<file path="config.mk">
export PLATFORM = sky130hd
export DESIGN_NAME = deframer_flat
export DESIGN_NICKNAME = d
export VERILOG_FILES = /design/src/rtl/deframer_if.sv /design/src/rtl/deframer.sv /design/src/flat_wrapper.sv
export SDC_FILE = /design/constraint.sdc
export NUM_CORES = 1
export LEC_CHECK = 0
export BUFFER_PORTS_ARGS = -buffer_cell sky130_fd_sc_hd__buf_4
export CAP_MARGIN = 25
export CORE_MARGIN = 8
export CORE_UTILIZATION = 51
export CTS_BUF_LIST = sky130_fd_sc_hd__clkbuf_8
export DETAILED_ROUTE_END_ITERATION = 10
export PLACE_DENSITY = 0.69
export SLEW_MARGIN = 20
export SYNTH_ARGS = -nofsm -noshare
export SYNTH_HDL_FRONTEND = slang
export SYNTH_SLANG_ARGS = --single-unit
</file>
<file path="constraint.sdc">
create_clock -name clk -period 4.87 [get_ports clk]
set_input_delay 0.7305 -clock clk [delete_from_list [all_inputs] [get_ports clk]]
set_output_delay 0.7305 -clock clk [all_outputs]
set_load 0.02 [all_outputs]
</file>
<file path="src/rtl/deframer_if.sv">
`default_nettype none
// ============================================================================
// Module   : deframer_if
// Brief    : Byte-stream bus (valid/data) between framer, deframer and sink.
// Revision : 1.0 - initial release
// ============================================================================
interface deframer_if #(
    parameter int DATA_WIDTH = 8
);
    logic                  valid;
    logic [DATA_WIDTH-1:0] data;

    modport master (output valid, output data);
    modport slave  (input  valid, input  data);
endinterface
`default_nettype wire

</file>
<file path="src/rtl/deframer.sv">
`default_nettype none
// ============================================================================
// Module   : deframer
// Brief    : Receive deframer - preamble hunt, header capture, payload
//            forwarding, CRC-32 check, parity skip and frame status counters.
// Revision : 1.0 - initial release
// ============================================================================
module deframer #(
    parameter int PREAMBLE_BITS = 64,
    parameter int HEADER_BITS   = 960,
    parameter int PAYLOAD_BITS  = 8416,
    parameter int CRC_BITS      = 32,
    parameter int PL_RATE       = 0,
    parameter int DATA_WIDTH    = 8,
    parameter int GAP_TIMEOUT   = 16
) (
    input  wire logic  clk,
    input  wire logic  rst_n,
    deframer_if.slave  in_s,
    deframer_if.master out_s,
    output logic       out_last,
    output logic       hdr_valid,
    output logic [15:0] rx_txfn,
    output logic [1:0]  rx_frame_type,
    output logic [3:0]  rx_pl_rate,
    output logic [15:0] rx_payload_len,
    output logic       frame_ok,
    output logic       crc_err,
    output logic       len_err,
    output logic       frame_abort,
    output logic [15:0] ok_cnt,
    output logic [15:0] err_cnt
);

    localparam int c_hdr_bytes = HEADER_BITS / 8;
    localparam int c_pl_bytes  = PAYLOAD_BITS / 8;
    localparam int c_crc_bytes = CRC_BITS / 8;
    localparam int c_par_bytes = (PL_RATE == 0) ? 0   :
                                 (PL_RATE == 1) ? 288 :
                                 (PL_RATE == 2) ? 432 :
                                 (PL_RATE == 3) ? 624 : 1152;
    localparam int c_gap_w     = $clog2(GAP_TIMEOUT + 1);

    localparam logic [10:0] c_hdr_last  = 11'(c_hdr_bytes - 1);
    localparam logic [10:0] c_pl_last   = 11'(c_pl_bytes - 1);
    localparam logic [10:0] c_pl_max    = 11'(c_pl_bytes);
    localparam logic [15:0] c_len_max   = 16'(c_pl_bytes);
    localparam logic [10:0] c_crc_last  = 11'(c_crc_bytes - 1);
    localparam logic [10:0] c_par_last  = 11'((c_par_bytes > 0) ? c_par_bytes - 1 : 0);
    localparam logic [c_gap_w-1:0] c_gap_last = c_gap_w'(GAP_TIMEOUT - 1);
    localparam logic [PREAMBLE_BITS-1:0] c_preamble = PREAMBLE_BITS'(64'h53225B1D0D73DF03);

    localparam logic [2:0] c_st_hunt    = 3'd0;
    localparam logic [2:0] c_st_header  = 3'd1;
    localparam logic [2:0] c_st_payload = 3'd2;
    localparam logic [2:0] c_st_crc     = 3'd3;
    localparam logic [2:0] c_st_parity  = 3'd4;
    localparam logic [2:0] c_st_report  = 3'd5;

    logic [2:0]               r_state;
    logic [PREAMBLE_BITS-1:0] r_shift;
    logic [10:0]              r_byte_cnt;
    logic [31:0]              r_crc;
    logic [31:0]              r_rx_crc;
    logic [c_gap_w-1:0]       r_gap_cnt;
    logic [7:0]               r_h0, r_h1, r_h14, r_h15;
    logic [4:0]               r_h6;
    logic                     r_h7;
    logic                     r_hdr_pend;
    logic                     r_out_valid;
    logic                     r_out_last;
    logic [DATA_WIDTH-1:0]    r_out_data;
    logic                     r_hdr_valid;
    logic [15:0]              r_rx_txfn;
    logic [1:0]               r_rx_frame_type;
    logic [3:0]               r_rx_pl_rate;
    logic [15:0]              r_rx_payload_len;
    logic                     r_frame_ok;
    logic                     r_crc_err;
    logic                     r_len_err;
    logic                     r_frame_abort;
    logic [15:0]              r_ok_cnt;
    logic [15:0]              r_err_cnt;

    logic [PREAMBLE_BITS-1:0] w_shift_next;
    logic [15:0]              w_len;
    logic [10:0]              w_eff_len;
    logic                     w_fwd;

    // Reflected CRC-32, one byte consumed LSB-first
    function automatic logic [31:0] crc_byte(input logic [31:0] crc, input logic [7:0] b);
        logic [31:0] c;
        c = crc ^ {24'd0, b};
        for (int k = 0; k < 8; k++) begin
            c = c[0] ? ((c >> 1) ^ 32'hEDB88320) : (c >> 1);
        end
        return c;
    endfunction

    assign w_shift_next = {r_shift[PREAMBLE_BITS-DATA_WIDTH-1:0], in_s.data};
    assign w_len        = {r_h14, r_h15};
    assign w_eff_len    = (w_len > c_len_max) ? c_pl_max : w_len[10:0];
    assign w_fwd        = (r_byte_cnt < w_eff_len);

    always_ff @(posedge clk or negedge rst_n) begin
        if (!rst_n) begin
            r_state          <= c_st_hunt;
            r_shift          <= '0;
            r_byte_cnt       <= '0;
            r_crc            <= '1;
            r_rx_crc         <= '0;
            r_gap_cnt        <= '0;
            r_h0             <= '0;
            r_h1             <= '0;
            r_h6             <= '0;
            r_h7             <= 1'b0;
            r_h14            <= '0;
            r_h15            <= '0;
            r_hdr_pend       <= 1'b0;
            r_out_valid      <= 1'b0;
            r_out_last       <= 1'b0;
            r_out_data       <= '0;
            r_hdr_valid      <= 1'b0;
            r_rx_txfn        <= '0;
            r_rx_frame_type  <= '0;
            r_rx_pl_rate     <= '0;
            r_rx_payload_len <= '0;
            r_frame_ok       <= 1'b0;
            r_crc_err        <= 1'b0;
            r_len_err        <= 1'b0;
            r_frame_abort    <= 1'b0;
            r_ok_cnt         <= '0;
            r_err_cnt        <= '0;
        end else begin
            r_hdr_valid   <= 1'b0;
            r_frame_ok    <= 1'b0;
            r_crc_err     <= 1'b0;
            r_frame_abort <= 1'b0;
            r_out_valid   <= 1'b0;
            r_out_last    <= 1'b0;

            // Header fields publish one cycle after the last header byte
            if (r_hdr_pend) begin
                r_hdr_pend       <= 1'b0;
                r_hdr_valid      <= 1'b1;
                r_rx_txfn        <= {r_h1, r_h0};
                r_rx_frame_type  <= {r_h6[4], r_h7};
                r_rx_pl_rate     <= r_h6[3:0];
                r_rx_payload_len <= w_len;
                r_len_err        <= (w_len > c_len_max);
            end

            case (r_state)
                c_st_hunt: begin
                    if (in_s.valid) begin
                        r_shift <= w_shift_next;
                        if (w_shift_next == c_preamble) begin
                            r_state    <= c_st_header;
                            r_byte_cnt <= '0;
                            r_crc      <= '1;
                            r_gap_cnt  <= '0;
                        end
                    end
                end

                c_st_report: begin
                    if (r_rx_crc == r_crc) begin
                        r_frame_ok <= 1'b1;
                        if (r_ok_cnt != 16'hFFFF) r_ok_cnt <= r_ok_cnt + 16'd1;
                    end else begin
                        r_crc_err <= 1'b1;
                        if (r_err_cnt != 16'hFFFF) r_err_cnt <= r_err_cnt + 16'd1;
                    end
                    r_state <= c_st_hunt;
                    r_shift <= '0;
                end

                default: begin
                    if (!in_s.valid) begin
                        if (r_gap_cnt == c_gap_last) begin
                            r_frame_abort <= 1'b1;
                            if (r_err_cnt != 16'hFFFF) r_err_cnt <= r_err_cnt + 16'd1;
                            r_state   <= c_st_hunt;
                            r_shift   <= '0;
                            r_gap_cnt <= '0;
                        end else begin
                            r_gap_cnt <= r_gap_cnt + 1'b1;
                        end
                    end else begin
                        r_gap_cnt  <= '0;
                        r_byte_cnt <= r_byte_cnt + 11'd1;
                        case (r_state)
                            c_st_header: begin
                                case (r_byte_cnt)
                                    11'd0:   r_h0  <= in_s.data;
                                    11'd1:   r_h1  <= in_s.data;
                                    11'd6:   r_h6  <= in_s.data[7:3];
                                    11'd7:   r_h7  <= in_s.data[0];
                                    11'd14:  r_h14 <= in_s.data;
                                    11'd15:  r_h15 <= in_s.data;
                                    default: ;
                                endcase
                                if (r_byte_cnt == c_hdr_last) begin
                                    r_state    <= c_st_payload;
                                    r_byte_cnt <= '0;
                                    r_hdr_pend <= 1'b1;
                                end
                            end
                            c_st_payload: begin
                                // Bytes beyond the effective length are fill
                                if (w_fwd) begin
                                    r_out_valid <= 1'b1;
                                    r_out_data  <= in_s.data;
                                    r_out_last  <= ((r_byte_cnt + 11'd1) == w_eff_len);
                                    r_crc       <= crc_byte(r_crc, in_s.data);
                                end
                                if (r_byte_cnt == c_pl_last) begin
                                    r_state    <= c_st_crc;
                                    r_byte_cnt <= '0;
                                end
                            end
                            c_st_crc: begin
                                r_rx_crc <= {r_rx_crc[23:0], in_s.data};
                                if (r_byte_cnt == c_crc_last) begin
                                    r_byte_cnt <= '0;
                                    r_state    <= (c_par_bytes > 0) ? c_st_parity : c_st_report;
                                end
                            end
                            c_st_parity: begin
                                if (r_byte_cnt == c_par_last) begin
                                    r_byte_cnt <= '0;
                                    r_state    <= c_st_report;
                                end
                            end
                            default: r_state <= c_st_hunt;
                        endcase
                    end
                end
            endcase
        end
    end

    assign out_s.valid    = r_out_valid;
    assign out_s.data     = r_out_data;
    assign out_last       = r_out_last;
    assign hdr_valid      = r_hdr_valid;
    assign rx_txfn        = r_rx_txfn;
    assign rx_frame_type  = r_rx_frame_type;
    assign rx_pl_rate     = r_rx_pl_rate;
    assign rx_payload_len = r_rx_payload_len;
    assign frame_ok       = r_frame_ok;
    assign crc_err        = r_crc_err;
    assign len_err        = r_len_err;
    assign frame_abort    = r_frame_abort;
    assign ok_cnt         = r_ok_cnt;
    assign err_cnt        = r_err_cnt;

endmodule
`default_nettype wire

</file>
<file path="src/flat_wrapper.sv">
// flat-port wrapper written by rule: the top's interface ports become plain ports
module deframer_flat 
#(
    parameter int PREAMBLE_BITS = 64,
    parameter int HEADER_BITS   = 960,
    parameter int PAYLOAD_BITS  = 8416,
    parameter int CRC_BITS      = 32,
    parameter int PL_RATE       = 0,
    parameter int DATA_WIDTH    = 8,
    parameter int GAP_TIMEOUT   = 16
)
  (clk, rst_n, out_last, hdr_valid, rx_txfn, rx_frame_type, rx_pl_rate, rx_payload_len, frame_ok, crc_err, len_err, frame_abort, ok_cnt, err_cnt, in_s_valid, in_s_data, out_s_valid, out_s_data);
  deframer_if #(.DATA_WIDTH(DATA_WIDTH)) in_s_i ();
  deframer_if #(.DATA_WIDTH(DATA_WIDTH)) out_s_i ();
  input  wire logic clk;
  input  wire logic rst_n;
  output logic out_last;
  output logic hdr_valid;
  output logic [15:0] rx_txfn;
  output logic [1:0] rx_frame_type;
  output logic [3:0] rx_pl_rate;
  output logic [15:0] rx_payload_len;
  output logic frame_ok;
  output logic crc_err;
  output logic len_err;
  output logic frame_abort;
  output logic [15:0] ok_cnt;
  output logic [15:0] err_cnt;
  input wire logic [$bits(in_s_i.valid)-1:0] in_s_valid;
  input wire logic [$bits(in_s_i.data)-1:0] in_s_data;
  output wire logic [$bits(out_s_i.valid)-1:0] out_s_valid;
  output wire logic [$bits(out_s_i.data)-1:0] out_s_data;
  assign in_s_i.valid = in_s_valid;
  assign in_s_i.data = in_s_data;
  assign out_s_valid = out_s_i.valid;
  assign out_s_data = out_s_i.data;
  deframer #(.PREAMBLE_BITS(PREAMBLE_BITS), .HEADER_BITS(HEADER_BITS), .PAYLOAD_BITS(PAYLOAD_BITS), .CRC_BITS(CRC_BITS), .PL_RATE(PL_RATE), .DATA_WIDTH(DATA_WIDTH), .GAP_TIMEOUT(GAP_TIMEOUT)) u_core (.clk(clk), .rst_n(rst_n), .in_s(in_s_i), .out_s(out_s_i), .out_last(out_last), .hdr_valid(hdr_valid), .rx_txfn(rx_txfn), .rx_frame_type(rx_frame_type), .rx_pl_rate(rx_pl_rate), .rx_payload_len(rx_payload_len), .frame_ok(frame_ok), .crc_err(crc_err), .len_err(len_err), .frame_abort(frame_abort), .ok_cnt(ok_cnt), .err_cnt(err_cnt));
endmodule
</file>
# Yosys cells after proc, flatten, opt, wreduce, memory -nomap -nowiden
# Index checks and enable logic that the tools add are counted.
# word_totals
elab_cells	163
output_inout_bits	85
reg_bits	263
# op_classes
n_reduce_logical	22
bitwise_logic	12
muxes	68
add_sub_neg	4
order_cmp	2
n_eq_ne	28
# op_table
operator	count
$mux 32	13
$mux 56	3
$not 13->14	8
$pmux 56 s2	1
$mux 11	8
$eq 64x63->1 const B	1
$mux 16	4
$pmux 32 s2	1
$pmux 11 s4	1
$add 16x1->16 const B	2
$eq 32x32->1	1
$ne 16x16->1 const B	2
$pmux 16 s2	1
$reduce_and 4->1	8
$xor 32x8->32	1
$mux 3	8
$eq 11x3->1 const B	2
$eq 11x4->1 const B	2
$pmux 11 s2	1
$mux 1	20
$mux 5	4
$gt 16x11->1 const B	1
$ne 5x2->1 const B	3
$reduce_and 3->1	5
other kinds (27)	35

# Longest topological paths before layout
# depth
word_depth	21
depth_mapped	15
depth_no_buf	12

# Least setup slack after synthesis
# OpenSTA, ideal clock, no wires.
# synth_timing
kind	register to register
start	reg u_core.r_h15[6]
end	reg u_core.r_crc[28]
t_required_ns	4.788
setup_time_ns	0.082
path_stages_with_launch	16
arrival_ns	3.257
path_buffers	3
period_less_slack_ns	3.339
path_slack_ns	1.531
path_cell_list	dfrtp_1 -> clkbuf_1 -> or4_1 -> o21ai_0 -> o211a_1 -> nand2_1 -> ha_1 -> nand2_1 -> nor2_1 -> a211oi_1 -> o21ai_0 -> a21oi_1 -> clkbuf_1 -> buf_1 -> nand3_1 -> o31a_1
# synth_between
elab_chain_cells	5
# synth_lines
item	line_no	text
start: declaration	deframer.sv:66	logic [7:0] r_h0, r_h1, r_h14, r_h15;
start signal: assignment	deframer.sv:200	11'd15: r_h15 <= in_s.data;
$gt 16x11->1	deframer.sv:102	assign w_eff_len = (w_len > c_len_max) ? c_pl_max : w_len[10:0];
$mux 11 (*)	deframer.sv:102	
$lt 11x11->1 (*)	deframer.sv:103	assign w_fwd = (r_byte_cnt < w_eff_len);
$reduce_bool 2->1 (no source line) (*)	n/a	
$reduce_and 5->1 (no source line) (*)	n/a	
end signal: assignment	deframer.sv:215	r_crc <= crc_byte(r_crc, in_s.data);
end: declaration	deframer.sv:63	logic [31:0] r_crc;
# Mark *: on every way between the ends. The rest lies on a longest branch, timed or not.
# A chain may end at the register's enable or synchronous reset.

# Final worst setup path
# Same ends and word-level chain as after synthesis.

==> report_table.html <==
<table>
<tr><th>Metric</th><th>Value</th></tr>
<tr><th colspan="2">Timing</th></tr>
<tr><td>Period utilisation layout</td><td>between 80% and 90%</td></tr>
<tr><td>Final critical-path setup slack</td><td>about 950 ps</td></tr>
<tr><td>Sum of negative setup slack</td><td>0 ps</td></tr>
<tr><td>Setup-violating endpoint count in the final report</td><td>0</td></tr>
<tr><td>Max Slew Vio Count</td><td>0</td></tr>
<tr><td>Setup repair after global routing missed its margin</td><td>false</td></tr>
<tr><td>Post-layout min period</td><td>between 3000 and 4000 ps</td></tr>
<tr><td>Worst relative slew slack</td><td>roughly a third</td></tr>
<tr><td>Count of final hold-check violations</td><td>0</td></tr>
<tr><td>Worst slew pin tran</td><td>964.6 ps</td></tr>
<tr><td>Highest clock rate</td><td>between 200 and 300 MHz</td></tr>
<tr><td>Clk_skew</td><td>approximately 28 ps</td></tr>
<tr><th colspan="2">Synth</th></tr>
<tr><td>Post-synth top cells</td><td>sky130_fd_sc_hd__dfrtp_1 (231), sky130_fd_sc_hd__nand2_1 (173), sky130_fd_sc_hd__mux2_2 (120), sky130_fd_sc_hd__xnor2_1 (111), sky130_fd_sc_hd__o21ai_0 (78)</td></tr>
<tr><td>EDFF count, synth</td><td>0</td></tr>
<tr><td>Asr flop ratio synth</td><td>100.0%</td></tr>
<tr><td>Per-instance average area after synthesis</td><td>10.96 um^2</td></tr>
<tr><td>Synthesis Warnings</td><td>0</td></tr>
<tr><td>Leading post-synthesis cells by cell area</td><td>sky130_fd_sc_hd__dfrtp_1 (46%), sky130_fd_sc_hd__mux2_2 (11%), sky130_fd_sc_hd__xnor2_1 (7.7%)</td></tr>
<tr><td>Part of the Yosys area used for sequential elements</td><td>approximately 52%</td></tr>
<tr><td>Fraction of synthesized cell area taken by the top area cell type</td><td>approximately 46%</td></tr>
<tr><td>Register bit total from synthesis</td><td>approximately 260</td></tr>
<tr><td>Most frequently used flop master after synthesis</td><td>sky130_fd_sc_hd__dfrtp_1</td></tr>
<tr><td>Syn Inst Count</td><td>between 1k and 1.5k</td></tr>
<tr><td>Number of library cell types mapped by synthesis</td><td>between 60 and 70</td></tr>
<tr><td>Yosys top cell by area</td><td>sky130_fd_sc_hd__dfrtp_1</td></tr>
<tr><td>Dominant cell by count in the synthesized netlist</td><td>sky130_fd_sc_hd__dfrtp_1</td></tr>
<tr><td>Post-Synthesis Cell Area</td><td>12680 um^2</td></tr>
<tr><td>Nets in the synthesized netlist</td><td>1186</td></tr>
<tr><th colspan="2">Floorplanning</th></tr>
<tr><td>Standard-cell rows</td><td>57</td></tr>
<tr><td>Die W</td><td>between 150 and 200 um</td></tr>
<tr><td>Placeable Area</td><td>about 24000 um^2</td></tr>
<tr><td>Overall die height</td><td>173.7 um</td></tr>
<tr><td>Initial core utilization</td><td>52.01%</td></tr>
<tr><td>Number of primary I/O pins</td><td>96</td></tr>
<tr><td>Die outline area</td><td>just over 30000 um^2</td></tr>
<tr><th colspan="2">Detailed routing</th></tr>
<tr><td>Iteration count of the initial detailed-routing pass</td><td>5</td></tr>
<tr><td>Post-detailed-routing wire length</td><td>29.50 mm</td></tr>
<tr><td>Post-detailed-route DRC marker count</td><td>0</td></tr>
<tr><td>Number of vias per cell</td><td>between 5 and 6</td></tr>
<tr><td>1st-iter DRT viols</td><td>roughly 660</td></tr>
<tr><td>Via Count</td><td>8935</td></tr>
<tr><td>DR WL/cell</td><td>around 18 um</td></tr>
<tr><td>Final ANT Viol Nets</td><td>0</td></tr>
<tr><th colspan="2">Global route</th></tr>
<tr><td>Met3 Usage GRT</td><td>4.247%</td></tr>
<tr><td>Wire length of the first global-routing pass</td><td>approximately 50 mm</td></tr>
<tr><td>GRT Max-Usage Layer</td><td>met2</td></tr>
<tr><td>Sum of overflow across all layers after global routing</td><td>0</td></tr>
<tr><td>Fraction of met2 tracks used by global routing</td><td>between 30% and 40%</td></tr>
<tr><td>Pin count of the biggest net entering global routing</td><td>~130</td></tr>
<tr><td>Overall routing resource usage</td><td>between 10% and 20%</td></tr>
<tr><td>Antenna violations before repair</td><td>0</td></tr>
<tr><td>Number of global-route vias before repair</td><td>around 9k</td></tr>
<tr><td>Met1 Resource Use GR</td><td>~27%</td></tr>
<tr><th colspan="2">Min path</th></tr>
<tr><td>Hold WC Path Type</td><td>in2async</td></tr>
<tr><th colspan="2">Worst setup path</th></tr>
<tr><td>Critical Path Slowest Stage Cell</td><td>sky130_fd_sc_hd__or4_1</td></tr>
<tr><td>Data required time of the worst path</td><td>5370 ps</td></tr>
<tr><td>Startpoint type of the worst setup path</td><td>flop</td></tr>
<tr><td>Cell-by-cell listing of the critical path</td><td>or4_1 &gt; o21ai_0 &gt; o211a_1 &gt; nand2_1 &gt; ha_1 &gt; nand2_1 &gt; nor2_1 &gt; a211oi_1 &gt; o21ai_0 &gt; a21oi_4 &gt; buf_4 &gt; nand3_1 &gt; o31a_1</td></tr>
<tr><td>Crit-path max cell delay</td><td>530 ps</td></tr>
<tr><td>Crit path max fanout</td><td>between 40 and 50</td></tr>
<tr><td>Critical path origin</td><td>u_core.r_h15[6]</td></tr>
<tr><td>Start of the worst register-to-register path</td><td>u_core.r_h15[6]</td></tr>
<tr><td>Endpoint class of the critical path</td><td>flop</td></tr>
<tr><td>Worst Setup Path Type</td><td>reg2reg</td></tr>
<tr><td>Critical path data arrival time</td><td>around 4400 ps</td></tr>
<tr><th colspan="2">Pwr</th></tr>
<tr><td>Worst voltage drop across the vdd grid</td><td>a little under 300 uV</td></tr>
<tr><td>Power per standard cell area</td><td>roughly 570 nW/um^2</td></tr>
<tr><td>Static leakage power</td><td>6.606 nW</td></tr>
<tr><td>Overall power</td><td>8.271 mW</td></tr>
<tr><th colspan="2">Clocking</th></tr>
<tr><td>Clock Tree Buf Depth</td><td>3</td></tr>
<tr><td>Post-CTS setup repair buffer count</td><td>0</td></tr>
<tr><td>Clock tree from TritonCTS</td><td>done</td></tr>
<tr><td>Number of sinks on the clock net</td><td>263</td></tr>
<tr><td>Root buffer cell</td><td>sky130_fd_sc_hd__clkbuf_8</td></tr>
<tr><td>CTS-repair resized insts</td><td>0</td></tr>
<tr><td>Register clock-pin slew on the reported worst setup and hold paths</td><td>~70 ps</td></tr>
<tr><td>Clk Latency, worst-skew pair</td><td>roughly 580 ps</td></tr>
<tr><td>H-tree depth reported by CTS</td><td>2</td></tr>
<tr><td>Num CTS Buffers</td><td>46</td></tr>
<tr><td>Cts-stage hold buffer count</td><td>0</td></tr>
<tr><th colspan="2">Final layout</th></tr>
<tr><td>Share of final-layout standard cells stronger than drive strength 1</td><td>26.29%</td></tr>
<tr><td>Number of nets in the final layout</td><td>roughly 1.3k</td></tr>
<tr><td>Filler Cells Inserted</td><td>2096</td></tr>
<tr><td>Non-Filler Cell Area, Final</td><td>between 10000 and 15000 um^2</td></tr>
<tr><td>Diodes inserted</td><td>0</td></tr>
<tr><td>Post-layout utilization of the core</td><td>between 50% and 60%</td></tr>
<tr><td>Synth-to-layout area growth</td><td>15.20%</td></tr>
<tr><th colspan="2">Run</th></tr>
<tr><td>Number of violations of the max-capacitance limit</td><td>0</td></tr>
<tr><th colspan="2">Place</th></tr>
<tr><td>Standard cell area after detailed placement</td><td>13650 um^2</td></tr>
<tr><td>Count of input and output buffers</td><td>95</td></tr>
<tr><td>Total half-perimeter wirelength after legalization and detailed placement</td><td>19.62 mm</td></tr>
<tr><td>Routability Congestion</td><td>between 0.8 and 0.9</td></tr>
<tr><td>Placement Setup Slack</td><td>1024 ps</td></tr>
<tr><th colspan="2">Outcome</th></tr>
<tr><td>Status</td><td>finished clean</td></tr>
</table>
critical path: cells and delay by family (launching register included):
kind	cells	cell delay, ps
adders and majority gates	1	320
and+or+nand+nor	5	890
DFF	1	500
buffers and inverters	1	480
AOI/OAI and AO/OA	6	1630
logic make-up (layout without fill, tap and decap cells):
group	after synthesis	after routing	share of synthesized area (%)
simple gates	358	358	13.98
flops	263	263	52.20
mux	120	120	10.65
xor+xnor	150	150	10.42
compound gates	165	165	8.276
fa+ha+maj	18	18	1.776
buf+inv	83	208	2.703
state kept, by name, indices dropped and copies added (netlist names), 2 cells and up:
register               cells
u_core.r_shift            56
u_core.r_crc              32
u_core.r_rx_crc           32
u_core.err_cnt            16
u_core.ok_cnt             16
u_core.rx_payload_len     16
u_core.rx_txfn            16
u_core.r_byte_cnt         11
u_core.out_s.data          8
u_core.r_h0                8
u_core.r_h14               8
u_core.r_h15               8
u_core.r_h1                8
u_core.r_gap_cnt           5
u_core.r_h6                5
u_core.rx_pl_rate          4
u_core.r_state             3
u_core.rx_frame_type       2
report_power, final:
part | leakage, nW | internal (mW) | switching, mW
Combinational | 2.59 | 1.37 | 1.66
Sequential | 3.46 | 2.77 | 0.473
Clock | 0.564 | 1.08 | 0.918
layout make-up:
| type | count | area (um^2) | share of cell area (%) |
|---|---|---|---|
| multi-input cells | 811 | 5751 | 39.35 |
| clock inverters | 27 | 131.4 | 0.8990 |
| repair buffers | 111 | 860.8 | 5.891 |
| flip-flops and latches | 263 | 6621 | 45.31 |
| clock buffers | 58 | 798.3 | 5.463 |
| inverters | 12 | 45.04 | 0.3082 |
| well taps | 324 | 405.4 | 2.774 |
cell usage in the layout, fill, tap and decap left out, drive strengths merged, types with 3 or more instances in the layout:
cell type	Yosys	final
buf	18	111
clkbuf	53	58
a22o	9	9
or4	5	5
mux2	120	120
xnor2	112	112
ha	18	18
xor2	38	38
or2	3	3
dfrtp	231	231
a21oi	20	20
nor4bb	7	7
and3	11	11
nor3	23	23
a211oi	3	3
o211ai	3	3
nor2b	3	3
and4	4	4
inv	12	39
and2	6	6
o21ai	82	82
nand2	173	173
o21a	3	3
nor4b	3	3
o31a	28	28
or3	3	3
and4b	5	5
nor4	9	9
nand4b	4	4
dfstp	32	32
nor2	37	37
nand4	29	29
nand3	24	24
final timing paths:
check	slack (ps)	endpoint	cells past startpoint
setup / recovery	950	u_core.r_crc[28]	13
hold / removal	20	u_core.r_state[0]	1
setup reg to reg	950	u_core.r_crc[28]	13
hold reg to reg	480	u_core.r_shift[49]	2
max in group asynchronous	3590	u_core.rx_txfn[14]	3
min in group clk	470	u_core.r_state[0]	2
per-layer routing:
layer  vias up  routed length (um)
li1       4222                   -
met3        45                1689
met5         -                   0
met4         0                 581
met1      4460               13550
met2       208               13680
per-stage QoR:
step | instances | hold WS, ps
2_1_floorplan | 1157 | 406.4
3_3_place_gp | 1519 | 457.0
3_5_place_dp | 1519 | 468.5
4_1_cts | 1604 | 314.9
5_1_grt | 1606 | 24.07
6_report | 1606 | 24.88
No activity file was read; power rests on OpenSTA's default activity.
